<file path="config.mk">
export PLATFORM = sky130hd
export DESIGN_NAME = ring_line_plotter_flat
export DESIGN_NICKNAME = d
export VERILOG_FILES = /design/src/rtl/ring_pkg.sv /design/src/rtl/ring_line_plotter_if.sv /design/src/rtl/line_dir_rom.sv /design/src/rtl/ring_line_plotter.sv /design/src/flat_wrapper.sv
export SDC_FILE = /design/constraint.sdc
export NUM_CORES = 1
export LEC_CHECK = 0
export ABC_AREA = 1
export CAP_MARGIN = 40
export CORE_AREA = 2 2 120 122
export DETAILED_ROUTE_END_ITERATION = 10
export DIE_AREA = 0 0 122 124
export DONT_BUFFER_PORTS = 1
export PLACE_DENSITY = 0.78
export SKIP_CTS_REPAIR_TIMING = 1
export SLEW_MARGIN = 30
export SYNTH_ARGS = -nofsm -noshare
export SYNTH_HDL_FRONTEND = slang
export SYNTH_SLANG_ARGS = --single-unit
</file>
<file path="constraint.sdc">
create_clock -name clk -period 21 [get_ports clk]
set_clock_uncertainty 0.15 [all_clocks]
set_input_delay 1.05 -clock clk [delete_from_list [all_inputs] [get_ports clk]]
set_output_delay 1.05 -clock clk [all_outputs]
set_load 0.02 [all_outputs]
</file>
<file path="src/rtl/ring_pkg.sv">
// Shared constants for the ring-drawing datapath: screen geometry,
// direction-ROM scaling and the plotter state encoding.
package ring_pkg;

    localparam int CENTRE_X    = 80;
    localparam int CENTRE_Y    = 60;
    localparam int SCREEN_XMAX = 159;
    localparam int SCREEN_YMAX = 119;

    // Direction vectors are stored scaled by 16, so products shift right by 4.
    localparam int DIR_SCALE   = 16;
    localparam int SCALE_SHIFT = 4;

    localparam int COLOUR_W = 3;
    localparam int X_W      = 8;
    localparam int Y_W      = 7;

    localparam logic [1:0] ST_IDLE  = 2'd0;
    localparam logic [1:0] ST_SETUP = 2'd1;
    localparam logic [1:0] ST_PLOT  = 2'd2;
    localparam logic [1:0] ST_DONE  = 2'd3;

endpackage

</file>
<file path="src/rtl/ring_line_plotter_if.sv">
// Controller-to-plotter handshake plus the pixel stream towards the VGA adapter.
interface ring_line_plotter_if
    import ring_pkg::*;
#(
    parameter int LEN_W = 6
);
    logic                calc;
    logic                draw;
    logic [3:0]          line_number;
    logic [LEN_W-1:0]    length;
    logic [COLOUR_W-1:0] colour_in;
    logic                busy;
    logic [X_W-1:0]      x;
    logic [Y_W-1:0]      y;
    logic [COLOUR_W-1:0] colour_out;
    logic                plot;

    modport master (
        output calc, draw, line_number, length, colour_in,
        input  busy, x, y, colour_out, plot
    );

    modport slave (
        input  calc, draw, line_number, length, colour_in,
        output busy, x, y, colour_out, plot
    );
endinterface

</file>
<file path="src/rtl/line_dir_rom.sv">
// 16-direction unit-vector table, scaled by 16, screen y pointing down.
// Index k selects the angle 22.5*k degrees counter-clockwise from +x.
module line_dir_rom (
    input  logic [3:0]        k,
    output logic signed [5:0] dx,
    output logic signed [5:0] dy
);

    // Pure lookup of the scaled cosine / negated sine for each direction
    always_comb begin
        dx = 6'sd0;
        dy = 6'sd0;
        case (k)
            4'd0:  begin dx =  6'sd16; dy =  6'sd0;  end
            4'd1:  begin dx =  6'sd15; dy = -6'sd6;  end
            4'd2:  begin dx =  6'sd11; dy = -6'sd11; end
            4'd3:  begin dx =  6'sd6;  dy = -6'sd15; end
            4'd4:  begin dx =  6'sd0;  dy = -6'sd16; end
            4'd5:  begin dx = -6'sd6;  dy = -6'sd15; end
            4'd6:  begin dx = -6'sd11; dy = -6'sd11; end
            4'd7:  begin dx = -6'sd15; dy = -6'sd6;  end
            4'd8:  begin dx = -6'sd16; dy =  6'sd0;  end
            4'd9:  begin dx = -6'sd15; dy =  6'sd6;  end
            4'd10: begin dx = -6'sd11; dy =  6'sd11; end
            4'd11: begin dx = -6'sd6;  dy =  6'sd15; end
            4'd12: begin dx =  6'sd0;  dy =  6'sd16; end
            4'd13: begin dx =  6'sd6;  dy =  6'sd15; end
            4'd14: begin dx =  6'sd11; dy =  6'sd11; end
            4'd15: begin dx =  6'sd15; dy =  6'sd6;  end
            default: begin dx = 6'sd0; dy = 6'sd0; end
        endcase
    end

endmodule

</file>
<file path="src/rtl/ring_line_plotter.sv">
// Radial line plotter: latches a direction/length/colour on calc, then on
// draw rasterises centre-to-endpoint with Bresenham, one pixel per clock.
module ring_line_plotter
    import ring_pkg::*;
#(
    parameter int CX    = 80,
    parameter int CY    = 60,
    parameter int X_MAX = 159,
    parameter int Y_MAX = 119,
    parameter int LEN_W = 6
) (
    input  logic clk,
    input  logic reset,
    ring_line_plotter_if.slave bus
);

    localparam logic signed [15:0] CX_S    = 16'(CX);
    localparam logic signed [15:0] CY_S    = 16'(CY);
    localparam logic signed [15:0] X_MAX_S = 16'(X_MAX);
    localparam logic signed [15:0] Y_MAX_S = 16'(Y_MAX);
    localparam logic signed [8:0]  CX9     = 9'(CX);
    localparam logic signed [8:0]  CY9     = 9'(CY);

    logic [1:0]          state;
    logic                armed;
    logic [3:0]          line_q;
    logic [LEN_W-1:0]    len_q;
    logic [COLOUR_W-1:0] col_q;

    logic [X_W-1:0]      cur_x;
    logic [Y_W-1:0]      cur_y;
    logic [X_W-1:0]      adx;
    logic [Y_W-1:0]      ady;
    logic                sx_neg;
    logic                sy_neg;
    logic signed [9:0]   err;

    logic signed [5:0]   dir_dx;
    logic signed [5:0]   dir_dy;
    logic signed [15:0]  len_s;
    logic signed [15:0]  off_x;
    logic signed [15:0]  off_y;
    logic [X_W-1:0]      end_x;
    logic [Y_W-1:0]      end_y;

    logic signed [8:0]   dist_x;
    logic signed [8:0]   dist_y;
    logic [X_W-1:0]      adx_n;
    logic [Y_W-1:0]      ady_n;

    logic signed [9:0]   adx_s;
    logic signed [9:0]   ady_s;
    logic signed [9:0]   e2;
    logic signed [9:0]   nxt_err;
    logic [X_W-1:0]      nxt_x;
    logic [Y_W-1:0]      nxt_y;
    logic                at_end;

    // Saturate a signed screen coordinate into the legal x range
    function automatic logic [X_W-1:0] clip_x(input logic signed [15:0] v);
        if (v < 16'sd0)
            return '0;
        else if (v > X_MAX_S)
            return X_MAX_S[X_W-1:0];
        else
            return v[X_W-1:0];
    endfunction

    // Saturate a signed screen coordinate into the legal y range
    function automatic logic [Y_W-1:0] clip_y(input logic signed [15:0] v);
        if (v < 16'sd0)
            return '0;
        else if (v > Y_MAX_S)
            return Y_MAX_S[Y_W-1:0];
        else
            return v[Y_W-1:0];
    endfunction

    line_dir_rom u_dir_rom (
        .k  (line_q),
        .dx (dir_dx),
        .dy (dir_dy)
    );

    // Endpoint derived from the latched line: scale, floor-shift, offset, clip
    always_comb begin
        len_s = signed'(16'(len_q));
        off_x = (16'(dir_dx) * len_s) >>> SCALE_SHIFT;
        off_y = (16'(dir_dy) * len_s) >>> SCALE_SHIFT;
        end_x = clip_x(CX_S + off_x);
        end_y = clip_y(CY_S + off_y);
    end

    // Absolute distances and step directions loaded at SETUP
    always_comb begin
        dist_x = $signed({1'b0, end_x}) - CX9;
        dist_y = $signed({2'b0, end_y}) - CY9;
        adx_n  = dist_x[8] ? X_W'(-dist_x) : dist_x[X_W-1:0];
        ady_n  = dist_y[8] ? Y_W'(-dist_y) : dist_y[Y_W-1:0];
    end

    // One Bresenham step; x and y moves are decided from the same e2
    always_comb begin
        adx_s   = $signed({2'b0, adx});
        ady_s   = $signed({3'b0, ady});
        e2      = err <<< 1;
        nxt_err = err;
        nxt_x   = cur_x;
        nxt_y   = cur_y;
        if (e2 > -ady_s) begin
            nxt_err = nxt_err - ady_s;
            nxt_x   = sx_neg ? cur_x - 1'b1 : cur_x + 1'b1;
        end
        if (e2 < adx_s) begin
            nxt_err = nxt_err + adx_s;
            nxt_y   = sy_neg ? cur_y - 1'b1 : cur_y + 1'b1;
        end
        at_end = (cur_x == end_x) && (cur_y == end_y);
    end

    // Control FSM, latched line parameters and Bresenham state
    always_ff @(posedge clk) begin
        if (reset) begin
            state  <= ST_IDLE;
            armed  <= 1'b1;
            line_q <= '0;
            len_q  <= '0;
            col_q  <= '0;
            cur_x  <= X_W'(CX);
            cur_y  <= Y_W'(CY);
            adx    <= '0;
            ady    <= '0;
            sx_neg <= 1'b0;
            sy_neg <= 1'b0;
            err    <= '0;
        end else begin
            case (state)
                ST_IDLE: begin
                    if (bus.calc) begin
                        line_q <= bus.line_number;
                        len_q  <= bus.length;
                        col_q  <= bus.colour_in;
                        armed  <= 1'b1;
                    end else if (!bus.draw) begin
                        armed  <= 1'b1;
                    end
                    if (bus.draw && armed)
                        state <= ST_SETUP;
                end
                ST_SETUP: begin
                    cur_x  <= X_W'(CX);
                    cur_y  <= Y_W'(CY);
                    adx    <= adx_n;
                    ady    <= ady_n;
                    sx_neg <= dist_x[8];
                    sy_neg <= dist_y[8];
                    err    <= $signed({2'b0, adx_n}) - $signed({3'b0, ady_n});
                    state  <= ST_PLOT;
                end
                ST_PLOT: begin
                    if (at_end) begin
                        armed <= 1'b0;
                        state <= ST_DONE;
                    end else begin
                        cur_x <= nxt_x;
                        cur_y <= nxt_y;
                        err   <= nxt_err;
                    end
                end
                ST_DONE: begin
                    state <= ST_IDLE;
                end
                default: begin
                    state <= ST_IDLE;
                end
            endcase
        end
    end

    // busy rises combinationally with the first accepted draw cycle
    always_comb begin
        bus.busy       = (state != ST_IDLE) || (bus.draw && armed && (state == ST_IDLE));
        bus.plot       = (state == ST_PLOT);
        bus.x          = cur_x;
        bus.y          = cur_y;
        bus.colour_out = col_q;
    end

endmodule
</file>
<file path="src/flat_wrapper.sv">
// flat-port wrapper written by rule: the top's interface ports become plain ports
module ring_line_plotter_flat import ring_pkg::*;
#(
    parameter int CX    = 80,
    parameter int CY    = 60,
    parameter int X_MAX = 159,
    parameter int Y_MAX = 119,
    parameter int LEN_W = 6
)
  (clk, reset, bus_calc, bus_draw, bus_line_number, bus_length, bus_colour_in, bus_busy, bus_x, bus_y, bus_colour_out, bus_plot);
  ring_line_plotter_if #(.LEN_W(LEN_W)) bus_i ();
  input  logic clk;
  input  logic reset;
  input wire logic [$bits(bus_i.calc)-1:0] bus_calc;
  input wire logic [$bits(bus_i.draw)-1:0] bus_draw;
  input wire logic [$bits(bus_i.line_number)-1:0] bus_line_number;
  input wire logic [$bits(bus_i.length)-1:0] bus_length;
  input wire logic [$bits(bus_i.colour_in)-1:0] bus_colour_in;
  output wire logic [$bits(bus_i.busy)-1:0] bus_busy;
  output wire logic [$bits(bus_i.x)-1:0] bus_x;
  output wire logic [$bits(bus_i.y)-1:0] bus_y;
  output wire logic [$bits(bus_i.colour_out)-1:0] bus_colour_out;
  output wire logic [$bits(bus_i.plot)-1:0] bus_plot;
  assign bus_i.calc = bus_calc;
  assign bus_i.draw = bus_draw;
  assign bus_i.line_number = bus_line_number;
  assign bus_i.length = bus_length;
  assign bus_i.colour_in = bus_colour_in;
  assign bus_busy = bus_i.busy;
  assign bus_x = bus_i.x;
  assign bus_y = bus_i.y;
  assign bus_colour_out = bus_i.colour_out;
  assign bus_plot = bus_i.plot;
  ring_line_plotter #(.CX(CX), .CY(CY), .X_MAX(X_MAX), .Y_MAX(Y_MAX), .LEN_W(LEN_W)) u_core (.clk(clk), .reset(reset), .bus(bus_i));
endmodule
</file>
# Word level (Yosys, flattened, before mapping)
# Memories as Yosys holds them, arrays and structs flattened. A register that Yosys moved wholly into a read port is not among the register bits.
# Index checks and enable logic that the tools add are counted.
dict set report totals {
  register_bits 58
  latch_bits 0
  ram_bits 0
  rom_bits 192
  inputBits 17
  output_inout_bits 20
  wordCells 87
  n_memories 1
}
# name depth word_bits rd rd_ports_with_merged_regs write_ports line_no
set mem_list {}
lappend mem_list {{(no name shown)} 16 12 1 1 0 line_dir_rom.sv:13} ;# case (k)
dict set report op_classes {
  add_sub_neg 14
  multipliers 2
  n_div 0
  magnitude_cmp 6
  n_eq_ne 11
  shifts 0
  mux 27
  bitwise 0
  n_reduce_logical 14
}
# operator n
set ops {}
lappend ops {{$mux W8} 6}
lappend ops {{$mux W7} 6}
lappend ops {{$lt A16 B1 Y1 const B} 2}
lappend ops {{$mux W10} 3}
lappend ops {{$mul A6 B7 Y13} 2}
lappend ops {{$pmux W10 S2} 1}
lappend ops {{$gt A16 B8 Y1 const B} 1}
lappend ops {{$gt A16 B9 Y1 const B} 1}
lappend ops {{$pmux W8 S2} 1}
lappend ops {{$pmux W7 S2} 1}
lappend ops {{$add A10 B9 Y10} 1}
lappend ops {{$add A7 B9 Y10 const A} 1}
lappend ops {{$add A8 B9 Y10 const A} 1}
lappend ops {{$gt A10 B10 Y1} 1}
lappend ops {{$lt A10 B9 Y1} 1}
lappend ops {{$neg A7 Y10} 1}
lappend ops {{$sub A10 B8 Y10} 1}
lappend ops {{$reduce_and A3 Y1} 3}
lappend ops {{$sub A8 B7 Y9} 1}
lappend ops {{$sub A8 B7 Y9 const B} 1}
lappend ops {{$add A8 B1 Y8 const B} 1}
lappend ops {{$eq A8 B8 Y1} 1}
lappend ops {{$mux W4} 2}
lappend ops {{$ne A2 B1 Y1 const B} 4}
lappend ops {{other kinds (20)} 30}

# Longest topological paths before layout
dict set report depth {
  ltp_word 10
  mapped_depth 49
}

# Cells and area by module
# Synthesis repeated with hierarchy kept, for this count alone.
dict set report hier_totals {
  cells_unflattened 1215
  area_unflattened_um2 8089.0
}
# mod n_inst cells_each area_per_inst_um2 seq_area_each_um2
set by_module_without_submodules {}
lappend by_module_without_submodules {ring_line_plotter 1 1155 7787.5 1141.1}
lappend by_module_without_submodules {line_dir_rom 1 60 301.5 0.0}

# Least setup slack after synthesis
# No wires, ideal clock.
dict set report synth_path {
  path_kind {register to register}
  from {reg u_core.len_q[1]}
  to {reg u_core.err[6]}
  setup_ns 0.112
  arrival_ns 6.717
  required_time_ns 20.738
  setup_slack_ns 14.022
  stages_incl_launch_ff 44
  synth_period_minus_slack_ns 6.978
  cell_sequence {dfxtp_1 -> clkbuf_1 -> nand2_1 -> fa_1 -> fa_1 -> inv_1 -> fa_1 -> fa_1 -> inv_1 -> fa_1 -> inv_1 -> nand2_1 -> nand2_1 -> nand2_1 -> nand2_1 -> inv_1 -> ha_1 -> nand2_1 -> [8 not listed] -> inv_1 -> nand2_1 -> nand2_1 -> nand3_1 -> o21ai_0 -> inv_1 -> fa_1 -> o31ai_1 -> inv_1 -> nor2_1 -> nor2_1 -> o21bai_1 -> a21oi_1 -> o21a_1 -> a21oi_1 -> nand3_1 -> nand2_1 -> nor2_1}
}
dict set report synth_via {
  elab_chain_len 10
}
# item line_no
set synth_rtl {}
lappend synth_rtl {{start, declared} ring_line_plotter.sv:27} ;# logic [LEN_W-1:0] len_q;
lappend synth_rtl {{start signal, assigned} ring_line_plotter.sv:141} ;# len_q <= bus.length;
lappend synth_rtl {{$mul A6 B7 Y13 (*)} ring_line_plotter.sv:88} ;# off_x = (16'(dir_dx) * len_s) >>> SCALE_SHIFT;
lappend synth_rtl {{$add A8 B9 Y10 (*)} ring_line_plotter.sv:90} ;# end_x = clip_x(CX_S + off_x);
lappend synth_rtl {{$gt A16 B9 Y1} ring_line_plotter.sv:63} ;# else if (v > X_MAX_S)
lappend synth_rtl {{$mux W8} ring_line_plotter.sv:63}
lappend synth_rtl {{$mux W8 (*)} ring_line_plotter.sv:61} ;# if (v < 16'sd0)
lappend synth_rtl {{$sub A8 B7 Y9 (*)} ring_line_plotter.sv:96} ;# dist_x = $signed({1'b0, end_x}) - CX9;
lappend synth_rtl {{$neg A8 Y8} ring_line_plotter.sv:98} ;# adx_n = dist_x[8] ? X_W'(-dist_x) : dist_x[X_W-1:0];
lappend synth_rtl {{$mux W8 (*)} ring_line_plotter.sv:98}
lappend synth_rtl {{named net u_core.adx_n[1]} ring_line_plotter.sv:48} ;# logic [X_W-1:0] adx_n;
lappend synth_rtl {{$sub A8 B7 Y9 (*)} ring_line_plotter.sv:157} ;# err <= $signed({2'b0, adx_n}) - $signed({3'b0, ady_n});
lappend synth_rtl {{$pmux W10 S2 (*)} ring_line_plotter.sv:137} ;# case (state)
lappend synth_rtl {{end signal, assigned} ring_line_plotter.sv:157}
lappend synth_rtl {{end signal, assigned} ring_line_plotter.sv:167} ;# err <= nxt_err;
lappend synth_rtl {{end, declared} ring_line_plotter.sv:36} ;# logic signed [9:0] err;
# Mark *: on every way through the listed nets, which the timed path passes. The rest lies on a longest branch.
# A chain may end at the register's enable or synchronous reset.

# Final worst setup path
dict set report layout_path {
  from {reg u_core.len_q[1]}
  to {reg u_core.err[7]}
}
dict set report layout_via {
  elab_chain_len 10
}
# item line_no
set layout_rtl {}
lappend layout_rtl {{$mul A6 B7 Y13, on equally long branches} {ring_line_plotter.sv:88, ring_line_plotter.sv:89}}
lappend layout_rtl {{$add A8 B9 Y10 or $add A7 B9 Y10 (tied branches)} {ring_line_plotter.sv:90, ring_line_plotter.sv:91}}
lappend layout_rtl {{$gt A16 B9 Y1 or $gt A16 B8 Y1 (tied branches)} {ring_line_plotter.sv:63, ring_line_plotter.sv:73}}
lappend layout_rtl {{$mux W8 or $mux W7 (tied branches)} {ring_line_plotter.sv:63, ring_line_plotter.sv:73}}
lappend layout_rtl {{$mux W8 or $mux W7 (tied branches)} {ring_line_plotter.sv:61, ring_line_plotter.sv:71}}
lappend layout_rtl {{$sub A8 B7 Y9 or $sub A7 B6 Y8 (tied branches)} {ring_line_plotter.sv:96, ring_line_plotter.sv:97}}
lappend layout_rtl {{$neg A8 Y8 or $neg A7 Y7 (tied branches)} {ring_line_plotter.sv:98, ring_line_plotter.sv:99}}
lappend layout_rtl {{$mux W8 or $mux W7 (tied branches)} {ring_line_plotter.sv:98, ring_line_plotter.sv:99}}
lappend layout_rtl {{$sub A8 B7 Y9} ring_line_plotter.sv:157}
lappend layout_rtl {{$pmux W10 S2} ring_line_plotter.sv:137}
# Several ways; a longest one is shown, not always the timed one.

==> results.cfg <==
[outcome]
status = complete, no violations

[clocking]
clockBufferDepth = 2
worstSkewPairLatency_ns = 0.35
path_clk_slew_ns = 0.06
cts_root_buffer = clkbuf_16
cts_tree = built
cts_buffers = 9
cts.sinks = 69
cts.htree.levels = 3

[worst_setup_path]
required_ns = 21.14
cp_max_fo = 13
critPathMaxStageDelay_ns = 0.57
regToRegSetupSlack_ns = 13.24
r2r_end = u_core.err[7]
r2r-start = u_core.len_q[1]
crit_top_cell = nor2_1
crit_type = flop to flop
crit_path_end_kind = flop
cp.arrival_ns = 7.90
reg2reg_depth = 40
crit_slowest_cell = dfxtp_1
cp-start-kind = flop

[synth]
ys_seq_area_share_pct = 16.21
synth_area_leader_cell = ha_1
ys_ff_latch = 69
synth.avg_cell_area_um2 = 6.553
synthCells = 1300
synth_cell_type_count = 45
synth_nets = 1477
synth_top_area_share_pct = 17.77
synth_area_um2 = 8519
synth-warning-count = 0
synth_area_leaders = ha_1 18%, dfxtp_1 16%, nand2_1 14%, inv_1 11%, fa_1 9.2%

[global_route]
grt_pass1_wl_mm = 33.55
track_usage_pct = 27.52
grt_start_max_net_pins = 37
gr-total-overflow = 0
first_global_vias = 7321
antenna_found_initial = 0

[min_path]
hold_path.startpoint = u_core.armed
min_path_cells = 2
worstHoldEndpoint = u_core.armed
hold_class = flop to flop

[place]
numPortBuffers = 0
hpwlAfterDp_mm = 15.42
place.gp.congestion = 0.8864

[detailed_routing]
avgViaCountPerCell = 5.310
vias = 7811
drt_iter0_markers = 595
drc = 0
avgRoutedWirePerCell_um = 13.23
final_antenna_net_count = 0
drt_first_pass_iters = 5
wirelength_mm = 19.46

[sta]
hold_violations = 0
slew_viol_final = 0
min_period_over_period_pct = 36.97
setup_tns_ns = 0
finalCriticalPeriod_ns = 7.764
rsz0062_at_grt = false
relSlewSlack_pct = 46.36
fmax_mhz = 128.8
setup_viol = 0
tightest_slew_ns = 0.8046

[final_layout]
areaGrowthSynthToFinish_pct = 5.610
antenna_cells = 0
fill_cells = 1254
drive_gt1_share_pct = 3.641
final_nets = 1463

[floorplan]
rows = 43
core_area_um2 = 13720
die_w_um = 122
io_pins = 37
dieArea_um2 = 15130
start_util_pct = 62.10
fp.dieH_um = 124

[job]
cap_violations = 0
-- state kept, by name, indices dropped and copies added, names as in the netlist --
register,count
u_core.sy_neg,1
u_core.len_q,6
u_core.err,9
u_core.armed,1
u_core.ady,7
u_core.bus.y,7
u_core.bus.colour_out,3
u_core.state,2
u_core.u_dir_rom.dy,6
u_core.bus.x,8
u_core.u_dir_rom.dx,6
u_core.line_q,4
u_core.adx,8
u_core.sx_neg,1
-- critical path, delay by kind of cell, from the launching register on --
family,cells,cell delay [ns]
xor+xnor,1,0.20
simple gates,26,3.05
flops,1,0.57
compound gates,2,0.44
fa+ha+maj,6,2.94
buf+inv,5,0.37
-- Yosys cell counts (all sizes together) --
library cell	count
clkbuf	22
and2	3
o22ai	2
o21a	6
nor4	1
o211ai	4
o2111ai	1
o22a	1
nor3	16
o21bai	9
inv	245
nand2	323
or2	4
a2111oi	1
ha	121
o21ai	64
a32oi	1
xnor2	13
o31ai	2
dfxtp	69
nand3	93
nor2	118
nand3b	7
mux2	1
buf	7
nand4	19
fa	39
a21boi	1
a31oi	1
a21oi	75
xor2	28
clkinv	1
a211oi	2
-- cell type report --
| class | instances | area, um^2 | area share [%] |
|---|---|---|---|
| Sequential cell | 69 | 1381 | 15.35 |
| Timing Repair Buffer | 4 | 28.78 | 0.3198 |
| Multi-Input combinational cell | 956 | 6088 | 67.67 |
| Inverter | 246 | 924.6 | 10.28 |
| Tap cell | 180 | 225.2 | 2.503 |
| Clock buffer | 10 | 239.0 | 2.656 |
| Clock inverter | 6 | 110.1 | 1.224 |
-- routing by layer --
metal  up-vias  track usage (%)  share of wire, %
met5         -                0                 0
met4         0            7.759               1.6
met3        22            3.984               5.7
met2       174            43.99                44
met1      3524            38.80                48
li1       4091                -                 -
-- cell families after synthesis --
group	count (synthesis)	share of synthesized area (%)
AO/OA/AOI/OAI	170	11.00
XOR/XNOR	41	4.303
adder cells (fa/ha/maj)	160	26.93
buffers and inverters	275	12.32
flip-flops	69	16.21
multiplexers	1	0.1322
AND/OR/NAND/NOR	584	29.09
-- stage by stage --
stage	hold slack [ns]	utilization (%)	cell area, um^2	setup WS, ns	instances
2_1_floorplan	0.2787	-	8519	14.02	1300
5_1_grt	0.3590	65.58	8997	12.52	1471
3_3_place_gp	0.2928	62.87	8626	13.56	1452
4_1_cts	0.3139	65.46	8981	13.28	1469
6_report	0.3106	65.58	8997	13.24	1471
3_5_place_dp	0.2997	62.92	8632	13.37	1453
-- cells in the final DEF (no fill, tap or decap), types with 3 or more instances in the layout --
cell type / netlist / final
o21bai_1: 9 / 9
nor3_1: 15 / 15
or2_2: 4 / 4
inv_1: 240 / 240
nor2_1: 116 / 116
fa_1: 39 / 39
nand2_1: 316 / 316
xnor2_1: 13 / 13
o21a_1: 6 / 6
xor2_1: 27 / 27
nand3_1: 91 / 91
nand4_1: 18 / 18
inv_2: 5 / 5
o21ai_0: 62 / 62
bufinv_16: 0 / 3
nand3b_1: 7 / 7
dfxtp_1: 69 / 69
nand2_2: 6 / 6
o211ai_1: 4 / 4
a21oi_1: 75 / 75
ha_1: 121 / 121
clkbuf_16: 0 / 9
and2_1: 3 / 3
-- how the worst max path moves through the flow --
stage | from | end | cells after the start
final | u_core.len_q[1] | u_core.err[7] | 40
after global routing | u_core.len_q[1] | u_core.err[7] | 39
after CTS | u_core.len_q[1] | u_core.err[7] | 40
after detailed placement | u_core.len_q[1] | u_core.err[7] | 40
after global placement | u_core.len_q[2] | u_core.err[6] | 42
after floorplan | u_core.len_q[1] | u_core.err[6] | 43
Power is left out: the tool's default activity adds up to more than one toggle a clock period on the data nets, which glitch-free logic cannot reach.
